## src/rtl/pixel_stream_tx_if.sv

```systemverilog
// rtl/pixel_stream_tx_if.sv - pixel input handshake and timed output stream bundle
`ifndef PIXEL_SIZE
`define PIXEL_SIZE 24
`endif

interface pixel_stream_tx_if;
  logic                     in_valid;
  logic [`PIXEL_SIZE-1:0]   in_data;
  logic                     in_ready;
  logic                     en;
  logic                     hsync;
  logic                     vsync;
  logic [`PIXEL_SIZE-1:0]   data;

  modport master (
    input  in_valid, in_data,
    output in_ready, en, hsync, vsync, data
  );

  modport slave (
    output in_valid, in_data,
    input  in_ready, en, hsync, vsync, data
  );
endinterface

```

## src/rtl/pixel_stream_tx.sv

```systemverilog
// rtl/pixel_stream_tx.sv - frame timing generator that paces upstream pixels into a line/frame stream
`ifndef PIXEL_SIZE
`define PIXEL_SIZE 24
`endif
`ifndef FRAME_WIDTH
`define FRAME_WIDTH 640
`endif
`ifndef FRAME_HEIGHT
`define FRAME_HEIGHT 480
`endif

module pixel_stream_tx #(
  parameter int WIDTH   = `FRAME_WIDTH,
  parameter int HEIGHT  = `FRAME_HEIGHT,
  parameter int H_BLANK = 4,
  parameter int V_BLANK = 8
) (
  input  logic                clk,
  input  logic                reset_n,
  input  logic                start,
  pixel_stream_tx_if.master   bus,
  output logic                busy,
  output logic                frame_done,
  output logic [15:0]         frame
);

  localparam int XW   = $clog2(WIDTH);
  localparam int YW   = (HEIGHT > 1) ? $clog2(HEIGHT) : 1;
  localparam int BMAX = (H_BLANK > V_BLANK) ? H_BLANK : V_BLANK;
  localparam int BW   = (BMAX > 1) ? $clog2(BMAX) : 1;

  typedef enum logic [2:0] {IDLE, VSYNC, HSYNC, ACTIVE, HBLANK, VBLANK} state_t;

  state_t               state, state_nx;
  logic [XW-1:0]        x;
  logic [YW-1:0]        y;
  logic [BW-1:0]        bcnt;
  logic                 in_ready_c, handshake;
  logic                 en_nx, hsync_nx, vsync_nx, fd_nx;
  logic                 en_q, hsync_q, vsync_q;
  logic [`PIXEL_SIZE-1:0] data_q;

  logic x_last, y_last, h_last, v_last;
  assign x_last    = (x == XW'(WIDTH - 1));
  assign y_last    = (y == YW'(HEIGHT - 1));
  assign h_last    = (bcnt == BW'(H_BLANK - 1));
  assign v_last    = (bcnt == BW'(V_BLANK - 1));
  assign handshake = bus.in_valid & in_ready_c;

  // State register plus the x/y/blank counters that pace it
  always_ff @(posedge clk or negedge reset_n) begin
    if (!reset_n) begin
      state <= IDLE;
      x     <= '0;
      y     <= '0;
      bcnt  <= '0;
      frame <= '0;
    end else begin
      state <= state_nx;
      case (state)
        VSYNC:  y <= '0;
        HSYNC:  x <= '0;
        ACTIVE: if (handshake) x <= x_last ? '0 : x + 1'b1;
        HBLANK: begin
          if (h_last) begin
            bcnt <= '0;
            if (!y_last) y <= y + 1'b1;
          end else begin
            bcnt <= bcnt + 1'b1;
          end
        end
        VBLANK: begin
          if (v_last) begin
            bcnt  <= '0;
            frame <= frame + 16'd1;
          end else begin
            bcnt <= bcnt + 1'b1;
          end
        end
        default: ;
      endcase
    end
  end

  always_comb begin
    state_nx = state;
    case (state)
      IDLE:    if (start) state_nx = VSYNC;
      VSYNC:   state_nx = HSYNC;
      HSYNC:   state_nx = ACTIVE;
      ACTIVE:  if (handshake && x_last) state_nx = HBLANK;
      HBLANK:  if (h_last) state_nx = y_last ? VBLANK : HSYNC;
      VBLANK:  if (v_last) state_nx = start ? VSYNC : IDLE;
      default: state_nx = IDLE;
    endcase
  end

  always_comb begin
    in_ready_c = (state == ACTIVE);
    busy       = (state != IDLE);
    en_nx      = handshake;
    hsync_nx   = (state == HSYNC);
    vsync_nx   = (state == VSYNC);
    fd_nx      = (state == VBLANK) && v_last;
  end

  // Stream outputs are registered one cycle behind the state that produces them
  always_ff @(posedge clk or negedge reset_n) begin
    if (!reset_n) begin
      en_q       <= 1'b0;
      hsync_q    <= 1'b0;
      vsync_q    <= 1'b0;
      frame_done <= 1'b0;
      data_q     <= '0;
    end else begin
      en_q       <= en_nx;
      hsync_q    <= hsync_nx;
      vsync_q    <= vsync_nx;
      frame_done <= fd_nx;
      if (handshake) data_q <= bus.in_data;
    end
  end

  assign bus.in_ready = in_ready_c;
  assign bus.en       = en_q;
  assign bus.hsync    = hsync_q;
  assign bus.vsync    = vsync_q;
  assign bus.data     = data_q;

endmodule

```

## src/flat_wrapper.sv

```systemverilog
// flat-port wrapper written by rule: the top's interface ports become plain ports
module pixel_stream_tx_flat 
#(
  parameter int WIDTH   = `FRAME_WIDTH,
  parameter int HEIGHT  = `FRAME_HEIGHT,
  parameter int H_BLANK = 4,
  parameter int V_BLANK = 8
)
  (clk, reset_n, start, busy, frame_done, frame, bus_in_valid, bus_in_data, bus_in_ready, bus_en, bus_hsync, bus_vsync, bus_data);
  pixel_stream_tx_if bus_i ();
  input  logic clk;
  input  logic reset_n;
  input  logic start;
  output logic busy;
  output logic frame_done;
  output logic [15:0] frame;
  input wire logic [$bits(bus_i.in_valid)-1:0] bus_in_valid;
  input wire logic [$bits(bus_i.in_data)-1:0] bus_in_data;
  output wire logic [$bits(bus_i.in_ready)-1:0] bus_in_ready;
  output wire logic [$bits(bus_i.en)-1:0] bus_en;
  output wire logic [$bits(bus_i.hsync)-1:0] bus_hsync;
  output wire logic [$bits(bus_i.vsync)-1:0] bus_vsync;
  output wire logic [$bits(bus_i.data)-1:0] bus_data;
  assign bus_i.in_valid = bus_in_valid;
  assign bus_i.in_data = bus_in_data;
  assign bus_in_ready = bus_i.in_ready;
  assign bus_en = bus_i.en;
  assign bus_hsync = bus_i.hsync;
  assign bus_vsync = bus_i.vsync;
  assign bus_data = bus_i.data;
  pixel_stream_tx #(.WIDTH(WIDTH), .HEIGHT(HEIGHT), .H_BLANK(H_BLANK), .V_BLANK(V_BLANK)) u_core (.clk(clk), .reset_n(reset_n), .start(start), .bus(bus_i), .busy(busy), .frame_done(frame_done), .frame(frame));
endmodule
```

## config.mk

```make
export PLATFORM = sky130hd
export DESIGN_NAME = pixel_stream_tx_flat
export DESIGN_NICKNAME = d
export VERILOG_FILES = /design/src/rtl/pixel_stream_tx_if.sv /design/src/rtl/pixel_stream_tx.sv /design/src/flat_wrapper.sv
export SDC_FILE = /design/constraint.sdc
export NUM_CORES = 1
export LEC_CHECK = 0
export ABC_AREA = 1
export CAP_MARGIN = 25
export CORE_ASPECT_RATIO = 1.75
export CORE_MARGIN = 5
export CORE_UTILIZATION = 45
export DETAILED_ROUTE_END_ITERATION = 12
export PLACE_DENSITY = 0.71
export SLEW_MARGIN = 20
export SYNTH_ARGS = -nofsm -noshare
export SYNTH_HDL_FRONTEND = slang
export SYNTH_SLANG_ARGS = --single-unit
export TNS_END_PERCENT = 50
```

## constraint.sdc

```tcl
create_clock -name clk -period 2.95 [get_ports clk]
set_input_delay 0.885 -clock clk [delete_from_list [all_inputs] [get_ports clk]]
set_output_delay 0.885 -clock clk [all_outputs]
set_load 0.05 [all_outputs]
```

==> flow_summary_export.csv, run 1 <==
group,metric,value,unit
critical_path,required,2.07,ns
critical_path,rrSetupSlack,1.30,ns
critical_path,reg2reg_depth,8,
drt,antenna_left,0,
floorplanning,die_h,129,um
floorplanning,num_rows,43,
job,cap_violations,0,
global_routing,grt_max_degree,70,
drt,drt_iter0_drc,134,
clocking,clockBufferDepth,2,
clocking,cts_hold_buf,0,
timing,skew,0.00771,ns
clocking,cts_setup_buffers,0,
critical_path,arrival,1.84,ns
timing,max_slew.worst_pin.slew,0.648,ns
yosys,yosysWarnings,0,
placed_design,io_buffers,73,
global_routing,grt_use_met2,29.7,%
global_routing,grt_use_total,16.9,%
drt,dr.pass1.iters,4,
drt,via_count,3151,
global_routing,antenna_found_initial,0,
clocking,clk_latency,0.33,ns
global_routing,grt_pass1_wl,13.7,mm
placed_design,gp_congestion,0.854,
clocking,clkTransAtPathRegs,0.05,ns
timing,fin_crit_sh,92.4,%
global_routing,grt.met3_usage,5.70,%
placed_design,dp_slack,0.550,ns
critical_path,timing.rr.start,"u_core.x[0]$_DFFE_PN0P_",
timing,period_minus_slack,2.73,ns
timing,setup_ws,0.224,ns
clocking,cts-resized-gates,0,
cells_and_area,nNetsFinal,582,
clocking,cts_max_level,3,
drt,viasPerCell,4.91,
timing,max_freq,367,MHz
global_routing,busiest_layer,"met2",
yosys,synth_seq_area_share,47.3,%
clocking,cts-root-buf,"clkbuf_16",
drt,wl_per_cell,12.5,um
yosys,synth-seq-cells,69,
yosys,netlist_area,3650,um^2
pwr,powerDensity,875,nW/um^2
floorplanning,initial_core_util,46.2,%
cells_and_area,utilization,60.1,%
critical_path,startpoint,"u_core.state[2]$_DFFE_PN0P_",
critical_path,critical_path_class,"flip-flop to output port",
clocking,cts_sinks,69,
global_routing,grt_pass1_vias,3110,
pwr,peakVddDrop,0.636,mV
yosys,syn_nets,505,
yosys,synth-edff-count,0,
drt,drc,0,
yosys,ys_types,32,
yosys,synthArstFlopShare,100,%
critical_path,cp_cell_sequence,"inv_2 -> nand2_1 -> clkdlybuf4s50_1",
floorplanning,core-area,7910,um^2
timing,hold_viol,0,
worst_hold_path,hp-class,"flip-flop to flip-flop",
floorplanning,die_area,10100,um^2
cells_and_area,layout_commonest_cell,"nand2_1",
timing,setup_tns,0,ns
clocking,cts_buffers,9,
critical_path,critPathLaunchType,"flip-flop",
clocking,cts_tree,"done",
yosys,synth_ff_type,"dfrtp_1",
pwr,power_leakage,2.28,nW
run_status,status,"complete, no violations",
critical_path,rr_endpoint,"u_core.x[2]$_DFFE_PN0P_",
floorplanning,ios,74,
critical_path,max_stage_delay,0.80,ns
timing,maxSlewHeadroom,56.7,%
timing,drv_slew,0,
critical_path,cp_max_fo,8,
cells_and_area,antenna_cells,0,
cells_and_area,final_cell_mix,"nand2_1 (197), clkdlybuf4s50_1 (71), dfrtp_1 (69)",
yosys,avgSynthCellArea,7.77,um^2
floorplanning,die-width,78.1,um
cells_and_area,syn_to_final_growth,30.0,%
drt,wl,8.06,mm
timing,final-setup-viol-count,0,
critical_path,cp_slowest_cell,"clkdlybuf4s50_1",
critical_path,cp-endpoint,"busy",
yosys,synthCells,470,
placed_design,dpl.hpwl,6.01,mm
global_routing,overflow,0,
timing,rsz0062_at_grt,"no",
cells_and_area,drive_gt1_share,10.3,%
global_routing,grtUsageMet1,17.9,%
critical_path,cp-end-kind,"output port",
metrics by stage:
step                std cells  area (um^2)  hold WS (ns)  power (mW)
global route              642         4750         0.504        4.40
floorplan                 470         3650         0.453        2.56
global placement          626         4440         0.454        3.06
detailed placement        626         4440         0.462        3.08
CTS                       642         4750         0.482        4.20
finish                    642         4750         0.477        4.16
how the worst min path moves through the flow:
stage,start,slack [ns],depth (start not counted),endpoint
final,u_core.bus.data[1]$_DFFE_PN0N_,0.48,2,u_core.bus.data[1]$_DFFE_PN0N_
after global routing,u_core.bus.data[1]$_DFFE_PN0N_,0.50,2,u_core.bus.data[1]$_DFFE_PN0N_
after CTS,u_core.bus.data[22]$_DFFE_PN0N_,0.48,2,u_core.bus.data[22]$_DFFE_PN0N_
after detailed placement,u_core.bus.data[14]$_DFFE_PN0N_,0.46,2,u_core.bus.data[14]$_DFFE_PN0N_
after global placement,u_core.bus.data[14]$_DFFE_PN0N_,0.45,2,u_core.bus.data[14]$_DFFE_PN0N_
after floorplan,u_core.bcnt[1]$_DFFE_PN0P_,0.45,2,u_core.bcnt[1]$_DFFE_PN0P_
Yosys cell counts (all sizes together), types with 2 or more instances:
| library cell | instances | area share (%) |
|---|---|---|
| a21oi | 3 | 0.41 |
| buf | 8 | 2.1 |
| dfrtp | 69 | 47 |
| ha | 7 | 2.4 |
| inv | 48 | 5.0 |
| nand2 | 204 | 22 |
| nand3 | 33 | 4.9 |
| nand3b | 4 | 0.82 |
| nand4 | 5 | 0.86 |
| nor2 | 47 | 6.1 |
| o21ai | 22 | 4.1 |
| o21bai | 2 | 0.41 |
| or2 | 2 | 0.34 |
| xnor2 | 2 | 0.48 |
| xor2 | 9 | 2.2 |
logic make-up after synthesis:
group	share of synthesized area [%]
AOI/OAI and AO/OA	5.41
xor gates and xnor gates	2.64
adders and majority gates	2.40
buffers and inverters	7.23
DFF	47.3
muxes	0.274
and+or+nand+nor	34.8
sequential cells by signal, summed over array words and instances, names as in the netlist:
signal,flops
u_core.bcnt,3
u_core.bus.hsync,1
u_core.frame_done,1
u_core.bus.data,24
u_core.bus.vsync,1
u_core.frame,16
u_core.y,9
u_core.bus.en,1
u_core.x,10
u_core.state,3
power breakdown:
part           internal [mW]  total (mW)  leakage [nW]  switching (mW)
Combinational          0.534        1.72          1.22            1.19
Clock                  0.699        1.10         0.148           0.397
Sequential              1.17        1.34         0.915           0.169
area by class of cell:
type                    instances  area, um^2
inverters                      48         183
clock buffers                  11         253
multi-input cells             344        1670
fillers                       711        3160
well taps                      90         113
clock inverters                 5        58.8
repair buffers                 75         751
flip-flops and latches         69        1730
layer usage:
metal | share of wire [%] | vias to the layer above
li1 | - | 1607
met1 | 39 | 1445
met2 | 51 | 80
met3 | 6.6 | 19
met4 | 2.7 | 0
met5 | 0 | -
critical path, delay by kind of cell (launching register included):
family | cells | cell delay, ns
flip-flops | 1 | 0.51
AND/OR/NAND/NOR | 1 | 0.09
buffers and inverters | 2 | 0.91
No activity file was read; power rests on OpenSTA's default activity.
==> run 2, diff against run 1 <==
- ABC_CLOCK_PERIOD_IN_PS: unset -> 2950
- MAX_ROUTING_LAYER: unset -> met4
==> run 2 against run 1 <==
Effect of this change: register-to-register slack barely moved; largest power group unchanged; sequential cell count did not move; utilization did not move; final cell count did not move; global-route usage rose by 0.52 points; wire length rose by 0.26%; worst setup slack improved by 0.0016 ns; worst hold slack improved by 0.00093 ns.
==> flow_summary_export.csv, run 2 (same netlist as run 1, synthesis figures left out) <==
group,metric,value,unit
critical_path,max_stage_delay,0.80,ns
pwr,powerDensity,875,nW/um^2
timing,rsz0062_at_grt,"no",
floorplanning,ios,74,
cells_and_area,finalNonFillerCells,642,
clocking,cts-root-buf,"clkbuf_16",
drt,wl_per_cell,12.6,um
clocking,clkTransAtPathRegs,0.05,ns
global_routing,grt_pass1_vias,3115,
drt,viasPerCell,4.90,
global_routing,grt_use_total,17.4,%
timing,period_minus_slack,2.72,ns
drt,drt_iter0_drc,159,
clocking,cts_tree,"done",
floorplanning,num_rows,43,
drt,wl,8.08,mm
placed_design,gp_congestion,0.867,
critical_path,required,2.07,ns
critical_path,cp-end-kind,"output port",
critical_path,cp_max_fo,8,
clocking,cts_setup_buffers,0,
global_routing,grt_pass1_wl,13.7,mm
clocking,clk_latency,0.33,ns
cells_and_area,final_cell_mix,"nand2_1 (197), clkdlybuf4s50_1 (71), dfrtp_1 (69)",
floorplanning,die_h,129,um
floorplanning,die-width,78.1,um
timing,final-setup-viol-count,0,
global_routing,grt_max_degree,70,
drt,met3WireLength,458,um
clocking,cts-resized-gates,0,
placed_design,dp_cells,626,
cells_and_area,drive_gt1_share,10.3,%
critical_path,cp_slowest_cell,"clkdlybuf4s50_1",
critical_path,critPathLaunchType,"flip-flop",
drt,drc,0,
timing,maxSlewHeadroom,56.7,%
global_routing,overflow,0,
placed_design,io_buffers,73,
cells_and_area,largest_register_ffs,24,
clocking,cts_max_level,3,
cells_and_area,nNetsFinal,582,
run_status,status,"complete, no violations",
drt,top_layer_used,"met4",
timing,drv_slew,0,
drt,dr_wl_met2,4.20,mm
drt,dr.pass1.iters,4,
cells_and_area,fillCellCount,711,
drt,antenna_left,0,
timing,hold_viol,0,
critical_path,cp_cell_sequence,"inv_2 -> nand2_1 -> clkdlybuf4s50_1",
global_routing,antenna_found_initial,0,
floorplanning,initial_core_util,46.2,%
drt,via_count,3148,
floorplanning,die_area,10100,um^2
cells_and_area,utilization,60.1,%
clocking,cts_buffers,9,
drt,met1_length,3.22,mm
cells_and_area,layout_commonest_cell,"nand2_1",
worst_hold_path,hp-class,"flip-flop to flip-flop",
critical_path,critical_path_class,"flip-flop to output port",
timing,max_freq,367,MHz
critical_path,arrival,1.84,ns
clocking,cts_hold_buf,0,
placed_design,dpl.hpwl,6.01,mm
timing,max_slew.worst_pin.slew,0.649,ns
pwr,power_leakage,2.28,nW
pwr,peakVddDrop,0.636,mV
floorplanning,core-area,7910,um^2
cells_and_area,antenna_cells,0,
clocking,clockBufferDepth,2,
timing,fin_crit_sh,92.4,%
clocking,cts_sinks,69,
job,cap_violations,0,
cells_and_area,syn_to_final_growth,30.0,%
timing,setup_tns,0,ns
timing,skew,0.00744,ns
## run 2: worst paths after layout
check	slack [ns]	cells past startpoint	to	start
setup reg to reg	1.31	8	u_core.x[2]$_DFFE_PN0P_	u_core.x[0]$_DFFE_PN0P_
hold / removal	0.48	2	u_core.bus.data[1]$_DFFE_PN0N_	u_core.bus.data[1]$_DFFE_PN0N_
min in group asynchronous	0.55	2	u_core.x[9]$_DFFE_PN0P_	reset_n
max in group asynchronous	2.08	2	u_core.y[4]$_DFFE_PN0P_	reset_n
setup / recovery	0.23	3	busy	u_core.state[2]$_DFFE_PN0P_
hold reg to reg	0.48	2	u_core.bus.data[1]$_DFFE_PN0N_	u_core.bus.data[1]$_DFFE_PN0N_
## run 2: report_power, final
group          internal [mW]  switching (mW)
sequential              1.17           0.169
clock                  0.699           0.395
combinational          0.534            1.19
total                   2.40            1.75
## run 2: layout make-up
class	count	area, um^2	area share, %
well taps	90	113	2.37
clock buffers	11	253	5.32
repair buffers	75	751	15.8
multi-input cells	344	1670	35.1
clock inverters	5	58.8	1.24
inverters	48	183	3.85
flip-flops and latches	69	1730	36.4
## run 2: critical path: cells and delay by family, from the launching register on
| family | cells | cell delay (ns) |
|---|---|---|
| buffers and inverters | 2 | 0.91 |
| flip-flops | 1 | 0.51 |
| AND/OR/NAND/NOR | 1 | 0.09 |
## run 2: through the flow
| stage | hold WS (ns) | setup slack [ns] | power (mW) | cell area [um^2] |
|---|---|---|---|---|
| finish | 0.478 | 0.225 | 4.15 | 4750 |
| global route | 0.504 | 0.127 | 4.40 | 4750 |
| CTS | 0.482 | 0.201 | 4.20 | 4750 |
| detailed placement | 0.462 | 0.550 | 3.08 | 4440 |
| global placement | 0.454 | 0.579 | 3.06 | 4440 |
| floorplan | 0.453 | 1.01 | 2.56 | 3650 |
## run 2: per-layer routing
metal / up-vias / track usage (%)
met3: 17 / 5.15
met1: 1451 / 18.3
met4: 0 / 7.96
met5: - / -
li1: 1606 / -
met2: 74 / 29.8
